$ cat src/rtl/uart_tx_fifo.sv
// uart_tx_fifo
//   Buffered UART transmitter. A small FIFO accepts parallel words over a
//   valid/ready handshake. The frame FSM pops each word and shifts it out
//   LSB first as: start bit, data bits, optional parity, then 1 or 2 stop
//   bits. When the FIFO still holds a word at the end of a frame, the next
//   frame follows with no idle cycle between them.
//
// Ports
//   i_clk            clock, rising edge
//   i_rst            synchronous active-high reset
//   i_p_data         word to transmit
//   i_data_valid     producer offers i_p_data
//   o_ready          FIFO not full; a word is pushed when valid & ready
//   i_parity_enable  1 = insert parity bit, sampled when the word is popped
//   i_parity_type    0 = even, 1 = odd, sampled when the word is popped
//   o_serial_data    serial line, idle high
//   o_busy           frame in progress
//   o_fifo_count     words currently buffered
//   o_frame_done     high during the last cycle of the final stop bit
//
// state  | meaning
// IDLE   | line high, waiting for a buffered word
// START  | start bit (line low)
// DATA   | DATA_WIDTH data bits, LSB first
// PARITY | one parity bit
// STOP   | STOP_BITS stop bits (line high)

module uart_tx_fifo #(
  parameter int DATA_WIDTH   = 8,
  parameter int CLKS_PER_BIT = 16,
  parameter int FIFO_DEPTH   = 4,
  parameter int STOP_BITS    = 1
) (
  input  logic                          i_clk,
  input  logic                          i_rst,
  input  logic [DATA_WIDTH-1:0]         i_p_data,
  input  logic                          i_data_valid,
  output logic                          o_ready,
  input  logic                          i_parity_enable,
  input  logic                          i_parity_type,
  output logic                          o_serial_data,
  output logic                          o_busy,
  output logic [$clog2(FIFO_DEPTH):0]   o_fifo_count,
  output logic                          o_frame_done
);

  localparam int AW = $clog2(FIFO_DEPTH);
  localparam int CW = AW + 1;
  localparam int TW = $clog2(CLKS_PER_BIT);
  localparam int BW = $clog2(DATA_WIDTH);

  localparam logic [TW-1:0] T_LAST = TW'(CLKS_PER_BIT - 1);
  localparam logic [BW-1:0] B_LAST = BW'(DATA_WIDTH - 1);
  localparam logic [CW-1:0] FULL   = CW'(FIFO_DEPTH);
  // Index of the final stop bit: 0 for one stop bit, 1 for two.
  localparam logic          S_LAST = (STOP_BITS == 2);

  typedef enum logic [2:0] {
    S_IDLE,
    S_START,
    S_DATA,
    S_PARITY,
    S_STOP
  } state_t;

  // FIFO storage and pointers
  logic [DATA_WIDTH-1:0] mem [FIFO_DEPTH];
  logic [AW-1:0]         wr_ptr;
  logic [AW-1:0]         rd_ptr;
  logic [CW-1:0]         count;
  logic [CW-1:0]         count_d;
  logic                  ready_q;
  logic                  push;
  logic                  pop;
  logic [DATA_WIDTH-1:0] head;

  // Frame FSM
  state_t                state, state_d;
  logic [TW-1:0]         tmr, tmr_d;
  logic [BW-1:0]         bidx, bidx_d;
  logic                  sidx, sidx_d;
  logic [DATA_WIDTH-1:0] shreg, shreg_d;
  logic                  par_en, par_en_d;
  logic                  par_bit, par_bit_d;
  logic                  line, line_d;
  logic                  busy_d;
  logic                  busy_q;
  logic                  done_d;
  logic                  done_q;
  logic                  tick;

  // ready is a registered copy of (count != FULL), so a push is judged
  // against the count at the start of the cycle. A pop on the same edge
  // cannot free space for that push.
  assign push = i_data_valid & ready_q;
  assign head = mem[rd_ptr];

  always_comb begin
    count_d = count;
    case ({push, pop})
      2'b10:   count_d = count + CW'(1);
      2'b01:   count_d = count - CW'(1);
      default: count_d = count;
    endcase
  end

  always_ff @(posedge i_clk) begin
    if (push) begin
      mem[wr_ptr] <= i_p_data;
    end
  end

  always_ff @(posedge i_clk) begin
    if (i_rst) begin
      wr_ptr  <= '0;
      rd_ptr  <= '0;
      count   <= '0;
      ready_q <= 1'b1;
    end else begin
      if (push) wr_ptr <= wr_ptr + AW'(1);
      if (pop)  rd_ptr <= rd_ptr + AW'(1);
      count   <= count_d;
      ready_q <= (count_d != FULL);
    end
  end

  assign tick = (tmr == T_LAST);

  always_comb begin
    state_d   = state;
    tmr_d     = tick ? '0 : tmr + TW'(1);
    bidx_d    = bidx;
    sidx_d    = sidx;
    shreg_d   = shreg;
    par_en_d  = par_en;
    par_bit_d = par_bit;
    line_d    = line;
    pop       = 1'b0;

    case (state)
      S_IDLE: begin
        tmr_d = '0;
        if (count != '0) begin
          pop     = 1'b1;
          state_d = S_START;
          line_d  = 1'b0;
        end
      end
      S_START: begin
        if (tick) begin
          state_d = S_DATA;
          bidx_d  = '0;
          line_d  = shreg[0];
        end
      end
      S_DATA: begin
        if (tick) begin
          if (bidx == B_LAST) begin
            if (par_en) begin
              state_d = S_PARITY;
              line_d  = par_bit;
            end else begin
              state_d = S_STOP;
              sidx_d  = 1'b0;
              line_d  = 1'b1;
            end
          end else begin
            bidx_d  = bidx + BW'(1);
            shreg_d = shreg >> 1;
            line_d  = shreg[1];
          end
        end
      end
      S_PARITY: begin
        if (tick) begin
          state_d = S_STOP;
          sidx_d  = 1'b0;
          line_d  = 1'b1;
        end
      end
      S_STOP: begin
        if (tick) begin
          if (sidx == S_LAST) begin
            if (count != '0) begin
              pop     = 1'b1;
              state_d = S_START;
              line_d  = 1'b0;
            end else begin
              state_d = S_IDLE;
              line_d  = 1'b1;
            end
          end else begin
            sidx_d = 1'b1;
          end
        end
      end
      default: begin
        state_d = S_IDLE;
        tmr_d   = '0;
        line_d  = 1'b1;
      end
    endcase

    // Frame settings are captured with the word so that mid-frame changes
    // on the parity inputs cannot corrupt a frame already in flight.
    if (pop) begin
      shreg_d   = head;
      par_en_d  = i_parity_enable;
      par_bit_d = (^head) ^ i_parity_type;
    end
  end

  // Outputs are registered from the next-state values so they change on the
  // same edge as the state they describe.
  assign busy_d = (state_d != S_IDLE);
  assign done_d = (state_d == S_STOP) && (sidx_d == S_LAST) && (tmr_d == T_LAST);

  always_ff @(posedge i_clk) begin
    if (i_rst) begin
      state   <= S_IDLE;
      tmr     <= '0;
      bidx    <= '0;
      sidx    <= 1'b0;
      shreg   <= '0;
      par_en  <= 1'b0;
      par_bit <= 1'b0;
      line    <= 1'b1;
      busy_q  <= 1'b0;
      done_q  <= 1'b0;
    end else begin
      state   <= state_d;
      tmr     <= tmr_d;
      bidx    <= bidx_d;
      sidx    <= sidx_d;
      shreg   <= shreg_d;
      par_en  <= par_en_d;
      par_bit <= par_bit_d;
      line    <= line_d;
      busy_q  <= busy_d;
      done_q  <= done_d;
    end
  end

  assign o_ready       = ready_q;
  assign o_fifo_count  = count;
  assign o_serial_data = line;
  assign o_busy        = busy_q;
  assign o_frame_done  = done_q;

endmodule
$ cat config.mk
export PLATFORM = sky130hd
export DESIGN_NAME = uart_tx_fifo
export DESIGN_NICKNAME = d
export VERILOG_FILES = /design/src/rtl/uart_tx_fifo.sv
export SDC_FILE = /design/constraint.sdc
export NUM_CORES = 1
export LEC_CHECK = 0
export BUFFER_PORTS_ARGS = -buffer_cell sky130_fd_sc_hd__buf_4
export CELL_PAD_IN_SITES_DETAIL_PLACEMENT = 1
export CELL_PAD_IN_SITES_GLOBAL_PLACEMENT = 2
export CORE_MARGIN = 2
export CORE_UTILIZATION = 43
export CTS_BUF_LIST = sky130_fd_sc_hd__clkbuf_4 sky130_fd_sc_hd__clkbuf_8
export DETAILED_ROUTE_END_ITERATION = 8
export GPL_TIMING_DRIVEN = 0
export PLACE_DENSITY = 0.84
export SYNTH_ARGS = -nofsm -noshare
export SYNTH_HDL_FRONTEND = slang
export SYNTH_SLANG_ARGS = --single-unit
$ cat constraint.sdc
create_clock -name i_clk -period 3.8 [get_ports i_clk]
set_input_delay 0.38 -clock i_clk [delete_from_list [all_inputs] [get_ports i_clk]]
set_output_delay 0.38 -clock i_clk [all_outputs]
set_load 0.02 [all_outputs]
==> metrics.md, run 1 <==
| Metric | Value |
|---|---|
| # diodes | `0` |
| Post-Syn Instances | `between 200 and 250` |
| P_leak | `roughly 1.2 nW` |
| Most instantiated cells after synthesis | `dfxtp_1 (34), edfxtp_1 (32), nand2_1 (23)` |
| CP startpoint kind | `flop` |
| Vias post-DR | `between 1.5k and 2k` |
| Worst min path class | `in2reg` |
| Adder-cell share of the synthesized area | `under 10%` |
| Largest net degree at the start of global routing | `15` |
| Crit path setup slack, layout | `roughly 0.60 ns` |
| Fraction of layout cells with a size suffix above 1 | `between 15 and 20%` |
| GRT overflow | `0` |
| Final setup fails | `0` |
| Die height | `about 85 µm` |
| Max Freq | `0.313 GHz` |
| Asr flop ratio synth | `0%` |
| Worst EP arrival | `3.43 ns` |
| Seq/Total Area, Yosys | `around three fifths` |
| Req. time, crit path | `~4.0 ns` |
| I/O pins | `20` |
| Power Dens Cells | `roughly 690 nW/µm²` |
| Syn_nets | `around 250` |
| Fin. Hold Viols | `0` |
| Seq pwr share | `41.6%` |
| Die Width | `85.0 µm` |
| First-pass GRT wire length | `around 9600 µm` |
| P&R area growth vs syn | `15.5%` |
| Compound-Gate Fraction of Synth Area | `9.06%` |
| Status | `completed` |
| Row count | `29` |
| Yosys warns | `0` |
| Top post-synthesis cells by area | `edfxtp_1 (34%), dfxtp_1 (24%), mux4_2 (4.8%), ha_1 (3.6%), a21oi_1 (3.2%)` |
| Post-synthesis mux area share | `7.42%` |
| CTS tree | `built` |
| Synth cell types | `44` |
| DRC violations left | `0` |
| Overall Global Routing Usage | `between 10% and 20%` |
| Worst Setup End Kind | `flop` |
| Initial antenna violation count | `0` |
| First-pass detailed-route iteration total | `4` |
| Hold Buf Count CTS | `0` |
| Final clock skew | `0.00856 ns` |
| Worst-Skew Late Latency | `~0.35 ns` |
| # clock sinks | `66` |
| RSZ-0062 raised after global routing | `no` |
| Most common cell in the synthesized netlist | `dfxtp_1` |
| Post-CTS Setup Bufs | `0` |
| Worst-path clk slew | `0.09 ns` |
| Largest area contributor in the netlist | `edfxtp_1` |
| Crit Path Category | `reg2reg` |
| Final #Nets | `around 280` |
| Core Footprint | `about 6300 µm²` |
| Max VDD drop | `approximately 0.34 mV` |
| DP Area | `~3000 µm²` |
| PostCTS Resize Cnt | `0` |
| Synth Flop Type | `dfxtp_1` |
| Dpl cells | `between 300 and 400` |
| Post-Syn Area | `between 2000 and 3000 µm²` |
| P_sw | `around 750 µW` |
| Synthesized flop and latch total | `66` |
| CTS Buf Count | `9` |
| Vias in the first global route | `a little under 2k` |
| # port buffers | `18` |
| CTS root buf | `clkbuf_8` |
| Worst-margin pin slew | `just over 0.6 ns` |
| Internal power | `1.50 mW` |
| DP Worst Slack | `around 0.60 ns` |
| Crit path time final | `3.20 ns` |
| Remaining antenna violation count | `0` |
| XOR/XNOR Fraction of Synth Area | `5.02%` |
| Final Slew Violations | `0` |
| Worst-case headroom to the max-slew limit | `59.6%` |
| Switching share of power | `approximately a third` |
| Combinational family with the most area after synthesis | `simple AND/OR/NAND/NOR gates` |
| FILL cells | `658` |
| Setup tns final | `0 ns` |
| Wirelength, routed | `about 5700 µm` |
| Post-route cell area | `3260 µm²` |
| Clock Power Share | `between 20% and 30%` |
| Clk buf depth | `2` |
| Number of max-cap violations | `0` |
| DP HPWL | `roughly 4000 µm` |
| CP max FO | `10` |
| Synth Area in Simple Gates | `about an eighth` |
| Final worst-path cycle share | `~84%` |
| Avg Inst Size Synth | `12.1 µm²` |
| Die ar. | `~7200 µm²` |
| Vias per cell | `approximately 5.3` |
| WL/cell | `~17 µm` |
| Post-synth EDFFs | `32` |
| Final Wtd Congestion | `~0.72` |
| Yosys top cell area share | `between 30% and 40%` |
| DR iter-0 viols | `46` |
| Initial core utilization | `about 44%` |
| Htree depth | `3` |
| Logic gate share of total power | `approximately 30%` |
| Core Util, Final | `between 50 and 60%` |
| Non-filler cells, final | `343` |
layer usage:
metal | vias to the layer above | global-route usage (%) | wire length, µm
li1 | 904 | - | -
met1 | 893 | 22.4 | 2770
met2 | 21 | 28.1 | 2700
met3 | 6 | 3.79 | 154
met4 | 0 | 8.23 | 84
met5 | - | 0 | 0
power by group through the flow:
| stage | registers [mW] | logic (mW) | clock network, mW |
|---|---|---|---|
| finish | 0.936 | 0.684 | 0.627 |
| global route | 0.952 | 0.759 | 0.669 |
| CTS | 0.939 | 0.693 | 0.639 |
| detailed placement | 0.955 | 0.688 | 0 |
| global placement | 0.948 | 0.676 | 0 |
| floorplan | 0.958 | 0.500 | 0 |
area by class of cell:
cell class | instances | area (µm²) | share of cell area (%)
clock buffer | 9 | 124 | 3.80
tap | 77 | 96.3 | 2.96
inverter | 11 | 41.3 | 1.27
sequential | 66 | 1640 | 50.4
buffer | 9 | 45.0 | 1.38
multi-input combinational | 146 | 1090 | 33.5
clock inverter | 7 | 82.6 | 2.54
timing repair buffer | 18 | 135 | 4.15
worst max-delay path: stages, from the launching register on:
cell and delay (ns):
dfxtp_1 0.30, clkbuf_1 0.22, nor2_1 0.34, o211ai_1 0.33, inv_2 0.22, buf_2 0.27
ha_1 0.22, inv_1 0.06, fa_1 0.37, xor2_1 0.16, or3_1 0.31, a21oi_1 0.19
nand2_1 0.09
per-stage QoR:
stage | power, mW | hold WS, ns
finish | 2.25 | 0.222
global route | 2.38 | 0.215
global placement | 1.62 | 0.448
detailed placement | 1.64 | 0.459
floorplan | 1.46 | 0.433
CTS | 2.27 | 0.212
kinds of logic after synthesis:
group / after synthesis
compound gates: 42
fa+ha+maj: 9
flops: 66
mux: 10
xor+xnor: 12
buf+inv: 20
simple gates: 73
placed cells by master, fill, tap and decap left out, types with 2 or more instances in the layout:
| cell | n |
|---|---|
| clkbuf_8 | 9 |
| edfxtp_1 | 32 |
| buf_2 | 3 |
| a311oi_1 | 2 |
| o21ai_0 | 10 |
| nor3_1 | 4 |
| xnor2_1 | 6 |
| mux4_1 | 2 |
| a21oi_1 | 18 |
| and3_1 | 8 |
| inv_6 | 3 |
| buf_4 | 18 |
| ha_1 | 8 |
| nand2_1 | 23 |
| clkbuf_1 | 5 |
| nor2_1 | 16 |
| inv_1 | 10 |
| xor2_1 | 3 |
| dfxtp_1 | 34 |
| clkinvlp_4 | 2 |
| or3_1 | 3 |
| mux4_2 | 6 |
| a22oi_1 | 6 |
| nand3_1 | 8 |
| nand2b_1 | 2 |
sequential cells by signal, indices dropped and copies added, names as in the netlist, named ones only:
signal and flops:
o_frame_done 1, state 3, mem 32, bidx 3
par_bit 1, o_ready 1, o_busy 1, o_fifo_count 3
par_en 1, o_serial_data 1, shreg 8, rd_ptr 2
wr_ptr 2, sidx 1, tmr 4
worst paths after layout:
path                                   from         to  slack, ns  cells after the start
worst min-delay path            i_p_data[3]  mem[1][3]       0.22                      1
worst min register to register     shreg[0]   shreg[0]       0.47                      2
worst max-delay path               state[0]    o_ready       0.60                     12
worst max register to register     state[0]    o_ready       0.60                     12
(Power assumes the default switching activity.)
==> run 2, diff against run 1 <==
Settings changed: ABC_AREA set to 1, CORE_UTILIZATION 43 to 35, PLACE_DENSITY 0.84 to 0.8.
Clock period 3.8 ns to 2.7 ns, I/O delays scaled along.
==> run 2 against run 1 <==
Sequential cell count did not move. Highest routed layer unchanged. Global-route usage fell by 1.1 points. Non-clock buffer count grew 4. Area after synthesis rose by 11%. Clock skew grew 0.00091 ns. Critical endpoint unchanged. Cell count grew 52%. Critical path type unchanged.
==> metrics.md, run 2 <==
| Metric | Value |
|---|---|
| Status | `completed` |
| Top reg by flops | `mem` |
| Multi-input gate area in the final layout | `~1200 µm²` |
| Worst-path clk slew | `0.08 ns` |
| Overall Global Routing Usage | `16.3%` |
| Synth Area in Simple Gates | `between 20 and 30%` |
| First-pass detailed-route iteration total | `4` |
| P_leak | `~1.6 nW` |
| CTS tree | `built` |
| Crit path setup slack, layout | `~0.17 ns` |
| Asr flop ratio synth | `0%` |
| Fin. Hold Viols | `0` |
| Post-synth EDFFs | `32` |
| Post-Syn Instances | `around 370` |
| WL/cell | `between 10 and 15 µm` |
| Non-filler cells, final | `520` |
| GR Util met2 | `between 20% and 30%` |
| DRC violations left | `0` |
| GR Util met3 | `4.82%` |
| Vias post-DR | `around 2.5k` |
| First-pass GRT wire length | `about 12000 µm` |
| Wirelength, routed | `approximately 7300 µm` |
| Adder-cell share of the synthesized area | `between 3 and 4%` |
| Compound-Gate Fraction of Synth Area | `8.21%` |
| Top post-synthesis cells by area | `edfxtp_1 (31%), dfxtp_1 (22%), nand2_1 (13%), inv_1 (6.0%), nand3_1 (4.6%)` |
| Final worst-path cycle share | `around 94%` |
| Final Slew Violations | `0` |
| DR iter-0 viols | `66` |
| Htree depth | `3` |
| RSZ-0062 raised after global routing | `no` |
| Critical path's top delay family | `adder cells` |
| Critical path buffer and inverter count | `3` |
| Row count | `34` |
| Final clock skew | `about 0.0095 ns` |
| # port buffers | `19` |
| DP HPWL | `5210 µm` |
| Max Freq | `0.396 GHz` |
| Req. time, crit path | `~2.9 ns` |
| Power Dens Cells | `roughly 1100 nW/µm²` |
| Largest area contributor in the netlist | `edfxtp_1` |
| Storage element area | `approximately 1600 µm²` |
| Setup tns final | `0 ns` |
| Max incr delay on CP | `around 0.40 ns` |
| Max reg flops | `32` |
| Worst Setup End Kind | `flop` |
| CP startpoint kind | `flop` |
| Most common cell in the synthesized netlist | `nand2_1` |
| Final #Nets | `429` |
| Initial antenna violation count | `0` |
| Most frequent cells in the layout | `nand2_1 (104), inv_1 (50), dfxtp_1 (33)` |
| Worst-case headroom to the max-slew limit | `46.9%` |
| Post-synthesis mux area share | `0%` |
| XOR/XNOR Fraction of Synth Area | `less than 1%` |
| Top Registers | `mem: 32 flops, shreg: 8 flops, tmr: 4 flops` |
| Vias per cell | `just under 5` |
| Die height | `between 90 and 100 µm` |
| Remaining antenna violation count | `0` |
| Seq/Total Area, Yosys | `52.3%` |
| CTS root buf | `clkbuf_8` |
| Number of max-cap violations | `0` |
| Dpl cells | `500` |
| Post-Syn Area | `between 3000 and 4000 µm²` |
| CP cell instances | `ha_2 -> nand2_2 -> nor2_4 -> inv_2 -> or2_1 -> nand2_2 -> nand2_4 -> clkinv_4 -> ha_1 -> inv_1 -> fa_2 -> o21ai_2 -> o21ai_1 -> a21oi_2 -> nand3_1` |
| Final setup fails | `0` |
| Crit Path Category | `reg2reg` |
| # diodes | `0` |
| Most instantiated cells after synthesis | `nand2_1 (105), inv_1 (50), dfxtp_1 (34)` |
| Largest net degree at the start of global routing | `12` |
| Fraction of layout cells with a size suffix above 1 | `17.2%` |
| Clk buf depth | `2` |
| CTS Buf Count | `9` |
| Crit path time final | `about 2.5 ns` |
| Initial core utilization | `around 36%` |
| Yosys top cell area share | `a little under a third` |
| Commonest non-fill, non-tap cell in the layout | `nand2_1` |
| CP max-delay cell | `fa_2` |
| DP Worst Slack | `-0.0736 ns` |
| Synth cell types | `36` |
| Die ar. | `roughly 9700 µm²` |
| Crit path top cell by count | `nand2_2` |
| Worst-margin pin slew | `0.794 ns` |
| Gr busiest metal | `met2` |
| DP Area | `3420 µm²` |
| CP max FO | `5` |
| Syn_nets | `around 400` |
| Die Width | `slightly below 100 µm` |
| FILL cells | `roughly 1.0k` |
| Worst-Skew Late Latency | `0.35 ns` |
| # clock sinks | `between 60 and 70` |
| GRT overflow | `0` |
| Avg Inst Size Synth | `approximately 8.4 µm²` |
| Yosys warns | `0` |
| Core Util, Final | `42.0%` |
| I/O pins | `20` |
| Worst min path class | `in2reg` |
| Hold Buf Count CTS | `0` |
| Synth Flop Type | `dfxtp_1` |
| GR met1 Demand/Resource | `21.2%` |
| P&R area growth vs syn | `16.7%` |
| Final Wtd Congestion | `0.739` |
| Combinational family with the most area after synthesis | `simple AND/OR/NAND/NOR gates` |
| Worst EP arrival | `between 2 and 3 ns` |
| Vias in the first global route | `about 2.5k` |
| Core Footprint | `8720 µm²` |
| Synthesized flop and latch total | `66` |
| Post-route cell area | `around 3700 µm²` |
| Max VDD drop | `between 0.4 and 0.5 mV` |
## run 2: cell types whose count changed in the layout (fill, tap and decap cells not counted), moves of 6 or more
cell / previous run / this run
nor2_1: 16 / 30
nand2_2: 0 / 9
inv_1: 10 / 50
nand2_1: 23 / 104
o21ai_1: 0 / 7
a21oi_1: 18 / 12
nand3_1: 8 / 29
and3_1: 8 / 1
mux4_2: 6 / 0
## run 2: worst reg2reg max path, delay by kind of cell (launching register included)
kind	cells	cell delay, ns
flip-flops	1	0.35
buffers and inverters	3	0.24
AO/OA/AOI/OAI	3	0.40
AND/OR/NAND/NOR	6	0.68
adder cells (fa/ha/maj)	3	0.73
## run 2: area by class of cell
cell class / instances / area share (%)
buffer: 8 / 2.32
clock buffer: 10 / 3.58
clock inverter: 6 / 1.57
inverter: 54 / 5.87
multi-input combinational: 245 / 33.4
sequential: 66 / 44.8
tap: 108 / 3.69
timing repair buffer: 23 / 4.71
## run 2: final timing paths
| kind | start | end | slack, ns | cells after the start |
|---|---|---|---|---|
| max reg2reg | tmr[0] | o_ready | 0.17 | 15 |
| max | tmr[0] | o_ready | 0.17 | 15 |
| min reg2reg | rd_ptr[1] | rd_ptr[1] | 0.49 | 2 |
| min | i_p_data[7] | mem[1][7] | 0.12 | 1 |
## run 2: metrics by stage
stage,hold slack [ns],power (mW)
3_5_place_dp,0.469,3.04
6_report,0.116,3.90
4_1_cts,0.101,3.87
5_1_grt,0.0995,4.24
2_1_floorplan,0.369,2.58
3_3_place_gp,0.456,2.96
## run 2: what timing repair did
| item | CTS | global route |
|---|---|---|
| hold endpoints to repair | 0 | 0 |
| endpoints found under the setup margin | 2 | 3 |
| buffers inserted | 1 | 3 |
| pin swaps | 1 | 3 |
| gates resized for setup | 1 | 11 |
## run 2: kinds of logic (layout without fill, tap and decap cells)
family | after synthesis | count (layout)
AND/OR/NAND/NOR | 188 | 188
AO/OA/AOI/OAI | 47 | 47
XOR/XNOR | 1 | 1
adder cells (fa/ha/maj) | 9 | 9
flip-flops | 66 | 66
buffers and inverters | 62 | 101
## run 2: metal layers
metal	vias up	routed length (µm)	share of wire, %
met2	31	3440	47
met4	0	89	1.2
met3	9	286	3.9
met1	1187	3480	48
met5	-	0	0
li1	1271	-	-
## run 2: where the power goes
part           internal (mW)  switching (mW)  total [mW]
Sequential              1.26           0.103        1.36
Combinational          0.633            1.09        1.72
Clock                  0.429           0.391       0.820
Total                   2.32            1.58        3.90
